### config.mk
export PLATFORM = sky130hd
export DESIGN_NAME = frame_packer_flat
export DESIGN_NICKNAME = d
export VERILOG_FILES = /design/src/rtl/frame_packer_if.sv /design/src/rtl/frame_packer.sv /design/src/flat_wrapper.sv
export SDC_FILE = /design/constraint.sdc
export NUM_CORES = 1
export LEC_CHECK = 0
export ABC_AREA = 0
export CAP_MARGIN = 15
export CELL_PAD_IN_SITES_DETAIL_PLACEMENT = 1
export CELL_PAD_IN_SITES_GLOBAL_PLACEMENT = 2
export CORE_UTILIZATION = 36
export DETAILED_ROUTE_END_ITERATION = 8
export PLACE_DENSITY = 0.85
export SETUP_SLACK_MARGIN = 0.05
export SLEW_MARGIN = 40
export SYNTH_ARGS = -nofsm -noshare
export SYNTH_HDL_FRONTEND = slang
export SYNTH_SLANG_ARGS = --single-unit
### constraint.sdc
create_clock -name i_clk -period 2.8 [get_ports i_clk]
set_clock_uncertainty 0.1 [all_clocks]
set_input_delay 0.28 -clock i_clk [delete_from_list [all_inputs] [get_ports i_clk]]
set_output_delay 0.28 -clock i_clk [all_outputs]
set_load 0.03 [all_outputs]
### src/rtl/frame_packer_if.sv
// Pixel-stream handshake and frame-RAM write bus for frame_packer.
// The slave modport is the packer's view and the master modport is the source/sink side.
interface frame_packer_if #(
    parameter int unsigned ADDR_W = 12
);
    logic              i_pix_valid;
    logic [7:0]        i_pix_data;
    logic              o_pix_ready;
    logic              o_wr;
    logic [ADDR_W-1:0] o_addr_write;
    logic [53:0]       o_data_line;

    modport master (
        output i_pix_valid,
        output i_pix_data,
        input  o_pix_ready,
        input  o_wr,
        input  o_addr_write,
        input  o_data_line
    );

    modport slave (
        input  i_pix_valid,
        input  i_pix_data,
        output o_pix_ready,
        output o_wr,
        output o_addr_write,
        output o_data_line
    );
endinterface

### src/rtl/frame_packer.sv
// frame_packer: packs RGB332 pixel bytes six at a time into 54-bit words
// and writes them to consecutive frame-RAM addresses, one frame per start pulse.
module frame_packer #(
    parameter int unsigned FRAME_WORDS = 3360,
    parameter int unsigned ADDR_W      = 12
) (
    input  logic           i_clk,
    input  logic           i_rst_n,
    input  logic           i_frame_start,
    frame_packer_if.slave  bus,
    output logic           o_frame_done,
    output logic           o_short_frame,
    output logic           o_require_data
);

    typedef enum logic [1:0] {
        IDLE,
        FILL,
        WRITE,
        DONE
    } state_t;

    localparam logic [ADDR_W-1:0] LAST_ADDR = ADDR_W'(FRAME_WORDS - 1);

    state_t            state_q;
    logic [ADDR_W-1:0] addr_q;
    logic [2:0]        idx_q;
    logic [47:0]       pack_q;
    logic              pix_ready_q;
    logic              wr_q;
    logic [53:0]       data_q;
    logic              done_q;
    logic              short_q;
    logic              req_q;

    logic              accept_d;
    logic [53:0]       word_d;

    // Byte handshake and the completed word including the byte arriving now.
    always_comb begin
        accept_d = bus.i_pix_valid & pix_ready_q;
        word_d   = {6'd0, bus.i_pix_data, pack_q[39:0]};
    end

    // Frame FSM; every output is a register updated alongside the state.
    always_ff @(posedge i_clk or negedge i_rst_n) begin
        if (!i_rst_n) begin
            state_q     <= IDLE;
            addr_q      <= '0;
            idx_q       <= '0;
            pack_q      <= '0;
            pix_ready_q <= 1'b0;
            wr_q        <= 1'b0;
            data_q      <= '0;
            done_q      <= 1'b0;
            short_q     <= 1'b0;
            req_q       <= 1'b1;
        end else begin
            wr_q    <= 1'b0;
            done_q  <= 1'b0;
            short_q <= 1'b0;
            case (state_q)
                IDLE: begin
                    if (i_frame_start) begin
                        state_q     <= FILL;
                        addr_q      <= '0;
                        idx_q       <= '0;
                        pack_q      <= '0;
                        pix_ready_q <= 1'b1;
                        req_q       <= 1'b0;
                    end
                end
                FILL: begin
                    if (i_frame_start) begin
                        // Restart wins over a byte accepted on the same edge.
                        addr_q  <= '0;
                        idx_q   <= '0;
                        pack_q  <= '0;
                        short_q <= 1'b1;
                    end else if (accept_d) begin
                        if (idx_q == 3'd5) begin
                            // Word complete: index and pack register are cleared on
                            // entry to WRITE so FILL resumes with a clean slate.
                            state_q     <= WRITE;
                            pix_ready_q <= 1'b0;
                            wr_q        <= 1'b1;
                            data_q      <= word_d;
                            idx_q       <= '0;
                            pack_q      <= '0;
                        end else begin
                            pack_q[{idx_q, 3'b000} +: 8] <= bus.i_pix_data;
                            idx_q                        <= idx_q + 3'd1;
                        end
                    end
                end
                WRITE: begin
                    state_q     <= FILL;
                    pix_ready_q <= 1'b1;
                    if (i_frame_start) begin
                        addr_q  <= '0;
                        short_q <= 1'b1;
                    end else if (addr_q == LAST_ADDR) begin
                        state_q     <= DONE;
                        pix_ready_q <= 1'b0;
                        done_q      <= 1'b1;
                    end else begin
                        addr_q <= addr_q + 1'b1;
                    end
                end
                DONE: begin
                    state_q <= IDLE;
                    addr_q  <= '0;
                    req_q   <= 1'b1;
                end
                default: begin
                    state_q     <= IDLE;
                    pix_ready_q <= 1'b0;
                    req_q       <= 1'b1;
                end
            endcase
        end
    end

    assign bus.o_pix_ready  = pix_ready_q;
    assign bus.o_wr         = wr_q;
    assign bus.o_addr_write = addr_q;
    assign bus.o_data_line  = data_q;
    assign o_frame_done     = done_q;
    assign o_short_frame    = short_q;
    assign o_require_data   = req_q;

endmodule

### src/flat_wrapper.sv
// flat-port wrapper written by rule: the top's interface ports become plain ports
module frame_packer_flat 
#(
    parameter int unsigned FRAME_WORDS = 3360,
    parameter int unsigned ADDR_W      = 12
)
  (i_clk, i_rst_n, i_frame_start, o_frame_done, o_short_frame, o_require_data, bus_i_pix_valid, bus_i_pix_data, bus_o_pix_ready, bus_o_wr, bus_o_addr_write, bus_o_data_line);
  frame_packer_if #(.ADDR_W(ADDR_W)) bus_i ();
  input  logic i_clk;
  input  logic i_rst_n;
  input  logic i_frame_start;
  output logic o_frame_done;
  output logic o_short_frame;
  output logic o_require_data;
  input wire logic [$bits(bus_i.i_pix_valid)-1:0] bus_i_pix_valid;
  input wire logic [$bits(bus_i.i_pix_data)-1:0] bus_i_pix_data;
  output wire logic [$bits(bus_i.o_pix_ready)-1:0] bus_o_pix_ready;
  output wire logic [$bits(bus_i.o_wr)-1:0] bus_o_wr;
  output wire logic [$bits(bus_i.o_addr_write)-1:0] bus_o_addr_write;
  output wire logic [$bits(bus_i.o_data_line)-1:0] bus_o_data_line;
  assign bus_i.i_pix_valid = bus_i_pix_valid;
  assign bus_i.i_pix_data = bus_i_pix_data;
  assign bus_o_pix_ready = bus_i.o_pix_ready;
  assign bus_o_wr = bus_i.o_wr;
  assign bus_o_addr_write = bus_i.o_addr_write;
  assign bus_o_data_line = bus_i.o_data_line;
  frame_packer #(.FRAME_WORDS(FRAME_WORDS), .ADDR_W(ADDR_W)) u_core (.i_clk(i_clk), .i_rst_n(i_rst_n), .i_frame_start(i_frame_start), .bus(bus_i), .o_frame_done(o_frame_done), .o_short_frame(o_short_frame), .o_require_data(o_require_data));
endmodule
==> results of run 1 <==
==> sequential cells by signal, indices dropped and copies added, names as in the netlist <==
| signal | cells |
|---|---|
| u_core.bus.o_addr_write | 12 |
| u_core.bus.o_data_line | 48 |
| u_core.bus.o_pix_ready | 1 |
| u_core.bus.o_wr | 1 |
| u_core.idx_q | 3 |
| u_core.o_frame_done | 1 |
| u_core.o_require_data | 1 |
| u_core.o_short_frame | 1 |
| u_core.pack_q | 40 |
| u_core.state_q | 2 |
==> cell families after synthesis <==
kind of cell             count (synthesis)
AO/OA/AOI/OAI                          100
adder cells (fa/ha/maj)                 10
buffers and inverters                   32
flip-flops                             110
multiplexers                            49
other                                    1
AND/OR/NAND/NOR                         75
==> worst max-delay path by stage <==
stage,slack (ps),start,end,cells past startpoint
after floorplan,700,u_core.idx_q[0],u_core.pack_q[15],8
after global placement,450,i_frame_start,u_core.pack_q[1],5
after detailed placement,370,i_frame_start,u_core.pack_q[2],5
after CTS,390,u_core.idx_q[0],u_core.pack_q[34],7
after global routing,160,u_core.idx_q[0],u_core.pack_q[15],7
final,340,u_core.idx_q[0],u_core.pack_q[15],7
==> layout make-up <==
cell class                 count  area [um^2]
fill                        1347         6750
sequential                   110         2750
multi-input combinational    240         1930
timing repair buffer          86          848
clock buffer                  10          239
tap                          172          215
clock inverter                 5         63.8
inverter                       9         33.8
==> cell usage after synthesis, drive strengths merged (3+ instances only) <==
cell | number | area share
a21oi | 14 | 0.015
a22o | 30 | 0.055
a31oi | 4 | 0.0052
and4 | 3 | 0.0055
buf | 16 | 0.021
clkbuf | 7 | 0.0057
dfrtp | 109 | 0.57
ha | 10 | 0.026
inv | 9 | 0.0070
mux2 | 48 | 0.11
nand2 | 16 | 0.012
nand3 | 6 | 0.0062
nand4 | 13 | 0.018
nor2 | 10 | 0.0078
nor2b | 7 | 0.0091
nor4 | 3 | 0.010
o21a | 3 | 0.0047
o21ai | 26 | 0.031
o31ai | 9 | 0.014
==> power breakdown <==
part	internal [W]	leakage (nW)	total [W]	switching, W
clock network	0.000725	0.151	0.00131	0.000584
logic	0.000370	1.06	0.00107	0.000699
registers	0.00168	1.52	0.00176	0.0000825
total	0.00277	2.74	0.00414	0.00136
==> repair_timing <==
action	CTS	global route
setup buffers	0	0
resized for setup	0	0
hold buffers	1	0
endpoints found under the hold margin	50	0
==> per-layer routing <==
layer / global-route usage / routed length (um) / share of wire
met1: 0.257 / 5780 / 0.47
met2: 0.304 / 5910 / 0.48
met3: 0.0266 / 335 / 0.027
met4: 0.0673 / 181 / 0.015
met5: 0 / 0 / 0
==> metrics by stage <==
stage	power, W	std cells
detailed placement	0.00285	616
global placement	0.00280	616
finish	0.00414	632
global route	0.00436	632
CTS	0.00419	632
floorplan	0.00250	382
==> worst max-delay path, delay by kind of cell (launching register included) <==
family,cells,cell delay (ps)
buffers and inverters,1,90
AOI/OAI and AO/OA,1,250
adders and majority gates,2,570
and+or+nand+nor,3,890
DFF,1,500
==> results.tsv, run 1 <==
metric	value	unit
Netlist cell types	53	
Post-DRT Antenna Nets	0	
cell count of the worst hold path	1	
gp weighted congestion	0.792	
Clock Tree Buf Depth	2	
critical hold path startpoint	u_core.pack_q[31]	
relative slew slack	0.536	
Layout Nets	478	
pre-CTS setup slack	366	ps
Clock transition at path regs	70	ps
syn_area_per_cell	12.8	um^2
largest family of logic cells by synthesized area	compound AO/OA/AOI/OAI gates	
Fin Hold WS	390	ps
Worst Path Required	2990	ps
core area	12800	um^2
critical path class	register to register	
CP Launch Type	register	
setup tns final	0	ps
Min Clock Period, post-route	2460	ps
simple-gate share of the synthesized area	0.0998	
async set-or-reset flop fraction in the synthesized netlist	1.00	
post-synthesis mux area share	0.114	
Die Y	118	um
commonest non-fill, non-tap cell in the layout	dfrtp_1	
Core Util, Final	0.474	
setup ws final	340	ps
Setup violations, final	0	
CTS buffer count	9	
synthesis-to-finish area growth	26.3	%
vias per cell	5.34	
Row Count	41	
Placed Area	5770	um^2
cells along the critical path	inv_1 > ha_1 > ha_1 > nor2b_1 > and3_1 > nor2b_1 > a32o_1	
final wirelength	12200	um
adder and majority gate portion of the synthesized area	0.0260	
area fraction in compound gates after synthesis	0.154	
Synth Area in XOR/XNOR	0	
Worst R2R End	u_core.pack_q[15]	
pwr/cell area	681	nW/um^2
reg2reg setup slack	340	ps
Port-buffer cells	76	
Final Instance Area	6080	um^2
GR Overflow Total	0	
layout cells sized above 1	0.198	
Final Hold Viols	0	
Post-synth EDFFs	0	
CP Max Fanout	9	
Antenna Diode Count	0	
worst vdd ir	342	uV
H-Tree Level Count	3	
RSZ-0062 raised after global routing	false	
TritonCTS Sinks	110	
DRT Pass-1 Iters	4	
outcome	complete, no violations	
CP Data Arrival Time	2650	ps
worst-margin pin slew	696	ps
first-pass GRT wire length	20200	um
worst-skew pair later-pin latency	350	ps
Worst Hold Class	register to register	
routed length per instance	19.3	um
DIE AREA	13800	um^2
hold path endpoint	u_core.pack_q[31]	
Reg2Reg Depth	7	
Initial Util	0.375	
mapped cell area	4810	um^2
P_leak	2.74	nW
IO Pins	83	
FMAX	407	MHz
ys flop type	dfrtp_1	
most frequent cells in the layout	dfrtp_1 (109), clkdlybuf4s50_1 (75), mux2_2 (48)	
MaxCap Viol Count	0	
Critical Path Max Stage Delay	530	ps
DR iter-0 viols	159	
CTS tree	built	
post-route clock period utilization	0.879	
final routed DRC violation total	0	
Synth Instances	377	
post-synthesis register bit count	110	
fin. max-slew vios	0	
Die W	118	um
yosys warns	0	
CP max stage cell	nor2b_1	
pin count of the biggest net entering global routing	53	
Root Driver	clkbuf_16	
total number of vias	3372	
Crit. End Element	register	
DP HPWL	8820	um
All-Layer GR Usage	0.188	
initial antenna violation count	0	
R2R Path Start	u_core.idx_q[0]	
vias in the first global route	3536	
Seq/Total Area, Yosys	0.572	
No activity file was read; power rests on OpenSTA's default activity.
==> run 2: changes to the inputs <==
--- a/config.mk
+++ b/config.mk
@@ -6,6 +6,7 @@
 export NUM_CORES = 1
 export LEC_CHECK = 0
 export ABC_AREA = 0
+export ABC_CLOCK_PERIOD_IN_PS = 2800
 export CAP_MARGIN = 15
 export CELL_PAD_IN_SITES_DETAIL_PLACEMENT = 1
 export CELL_PAD_IN_SITES_GLOBAL_PLACEMENT = 2
==> results of run 2 <==
Same layout as run 1: the final DEF is identical, and so are final timing and power.
==> run 3: changes to the inputs <==
--- a/config.mk
+++ b/config.mk
@@ -12,6 +12,7 @@
 export CELL_PAD_IN_SITES_GLOBAL_PLACEMENT = 2
 export CORE_UTILIZATION = 36
 export DETAILED_ROUTE_END_ITERATION = 8
+export MAX_ROUTING_LAYER = met4
 export PLACE_DENSITY = 0.85
 export SETUP_SLACK_MARGIN = 0.05
 export SLEW_MARGIN = 40
==> results.tsv, run 3 (synthesis results as in run 1) <==
metric	value	unit	change
worst-margin pin slew	697	ps	+1.22 ps
GR Overflow Total	0		unchanged
post-route clock period utilization	0.880		+0.00116
Min Clock Period, post-route	2460	ps	+3.24 ps
initial antenna violation count	0		unchanged
Layout Nets	478		unchanged
M3 GR Usage	0.0262		-0.000484
total number of vias	3380		+0.24%
DIE AREA	13800	um^2	unchanged
pre-CTS setup slack	366	ps	unchanged
All-Layer GR Usage	0.193		+0.00544
IO Pins	83		unchanged
first-pass GRT wire length	20200	um	about the same
synthesis-to-finish area growth	26.3	%	unchanged
critical hold path startpoint	u_core.pack_q[31]		
Antenna Diode Count	0		unchanged
CP Launch Type	register		
Crit. Startpoint	u_core.idx_q[0]		
# fillers	1347		unchanged
DP HPWL	8820	um	unchanged
pwr/cell area	681	nW/um^2	about the same
sequential cell area	2750	um^2	unchanged
layout cells sized above 1	0.198		unchanged
met2 usage	0.308		+0.00368
final wirelength	12200	um	about the same
worst vdd ir	342	uV	-0.11%
relative slew slack	0.535		-0.000811
busiest grt layer	met2		
DRT Pass-1 Iters	5		+1
Largest register FFs	48		unchanged
final routed DRC violation total	0		unchanged
P_leak	2.74	nW	unchanged
Clock transition at path regs	70	ps	about the same
pin count of the biggest net entering global routing	53		unchanged
H-Tree Level Count	3		unchanged
Final Instance Area	6080	um^2	unchanged
core area	12800	um^2	unchanged
Post-DRT Antenna Nets	0		unchanged
routed length per instance	19.3	um	about the same
Worst Hold Class	register to register		
vias in the first global route	3535		-0.028%
Root Driver	clkbuf_16		
Crit. End Element	register		
Final Hold Viols	0		unchanged
R2R Path Start	u_core.idx_q[0]		
setup tns final	0	ps	unchanged
Worst Path Required	2990	ps	about the same
fin. max-slew vios	0		unchanged
CTS tree	built		
Die W	118	um	unchanged
vias per cell	5.35		+0.24%
Multi-input gate area	1930	um^2	unchanged
commonest non-fill, non-tap cell in the layout	dfrtp_1		
CTS buffer count	9		unchanged
FMAX	406	MHz	-0.13%
total power	0.00414	W	about the same
critical path class	register to register		
TritonCTS Sinks	110		unchanged
Die Y	118	um	unchanged
most frequent cells in the layout	dfrtp_1 (109), clkdlybuf4s50_1 (75), mux2_2 (48)		
Initial Util	0.375		unchanged
setup ws final	337	ps	-3.24 ps
worst-skew pair later-pin latency	350	ps	about the same
Placed Area	5770	um^2	unchanged
DR iter-0 viols	193		+21%
Row Count	41		unchanged
CP Max Fanout	9		unchanged
gp weighted congestion	0.803		+1.4%
met1 GRT Util	0.253		-0.00314
Fin Hold WS	391	ps	+0.177 ps
Port-buffer cells	76		unchanged
CP Data Arrival Time	2650	ps	about the same
RSZ-0062 raised after global routing	false		
Clock Tree Buf Depth	2		unchanged
Setup violations, final	0		unchanged
outcome	complete, no violations		
MaxCap Viol Count	0		unchanged
## run 3: cell counts in the layout (fill, tap and decap cells not counted)
Identical to the previous run, type by type.
## run 3: critical path, cell delays in order (launching register included)
cell     delay (ps)
dfrtp_1         500
inv_1            90
ha_1            230
ha_1            340
nor2b_1         160
and3_1          200
nor2b_1         530
a32o_1          250
## run 3: power by group
| group | leakage [nW] | internal, W | switching, W | total (W) |
|---|---|---|---|---|
| clock | 0.151 | 0.000725 | 0.000584 | 0.00131 |
| combinational | 1.06 | 0.000371 | 0.000701 | 0.00107 |
| sequential | 1.52 | 0.00168 | 0.0000827 | 0.00176 |
| total | 2.74 | 0.00277 | 0.00137 | 0.00414 |
## run 3: final timing paths
path                                              end  slack, ps  cells past startpoint
setup / recovery                    u_core.pack_q[15]        340                      7
hold / removal                      u_core.pack_q[31]        390                      1
setup reg to reg                    u_core.pack_q[15]        340                      7
hold reg to reg                     u_core.pack_q[31]        390                      1
max in group asynchronous  u_core.bus.o_data_line[10]       1420                      3
min in group asynchronous        u_core.o_short_frame        410                      2
## run 3: area by class of cell
type / count / area share
clock inverters: 5 / 0.0105
well taps: 172 / 0.0354
repair buffers: 86 / 0.140
inverters: 9 / 0.00556
flip-flops and latches: 110 / 0.453
multi-input cells: 240 / 0.317
clock buffers: 10 / 0.0393
## run 3: through the flow
step,utilization,std cells
floorplan,-,382
global placement,0.450,616
detailed placement,0.450,616
CTS,0.474,632
global route,0.474,632
finish,0.474,632
## run 3: what timing repair did
action / 4_1_cts / 5_1_grt
setup buffers: 0 / 0
resized for setup: 0 / 0
hold buffers: 1 / 0
setup endpoints to repair: 0 / 0
hold endpoints to repair: 50 / 0
## run 3: layer usage
layer	wire length, um	vias to the layer above
met1	5640	1742
met5	0	-
met2	6030	67
met3	360	13
li1	-	1558
met4	174	0
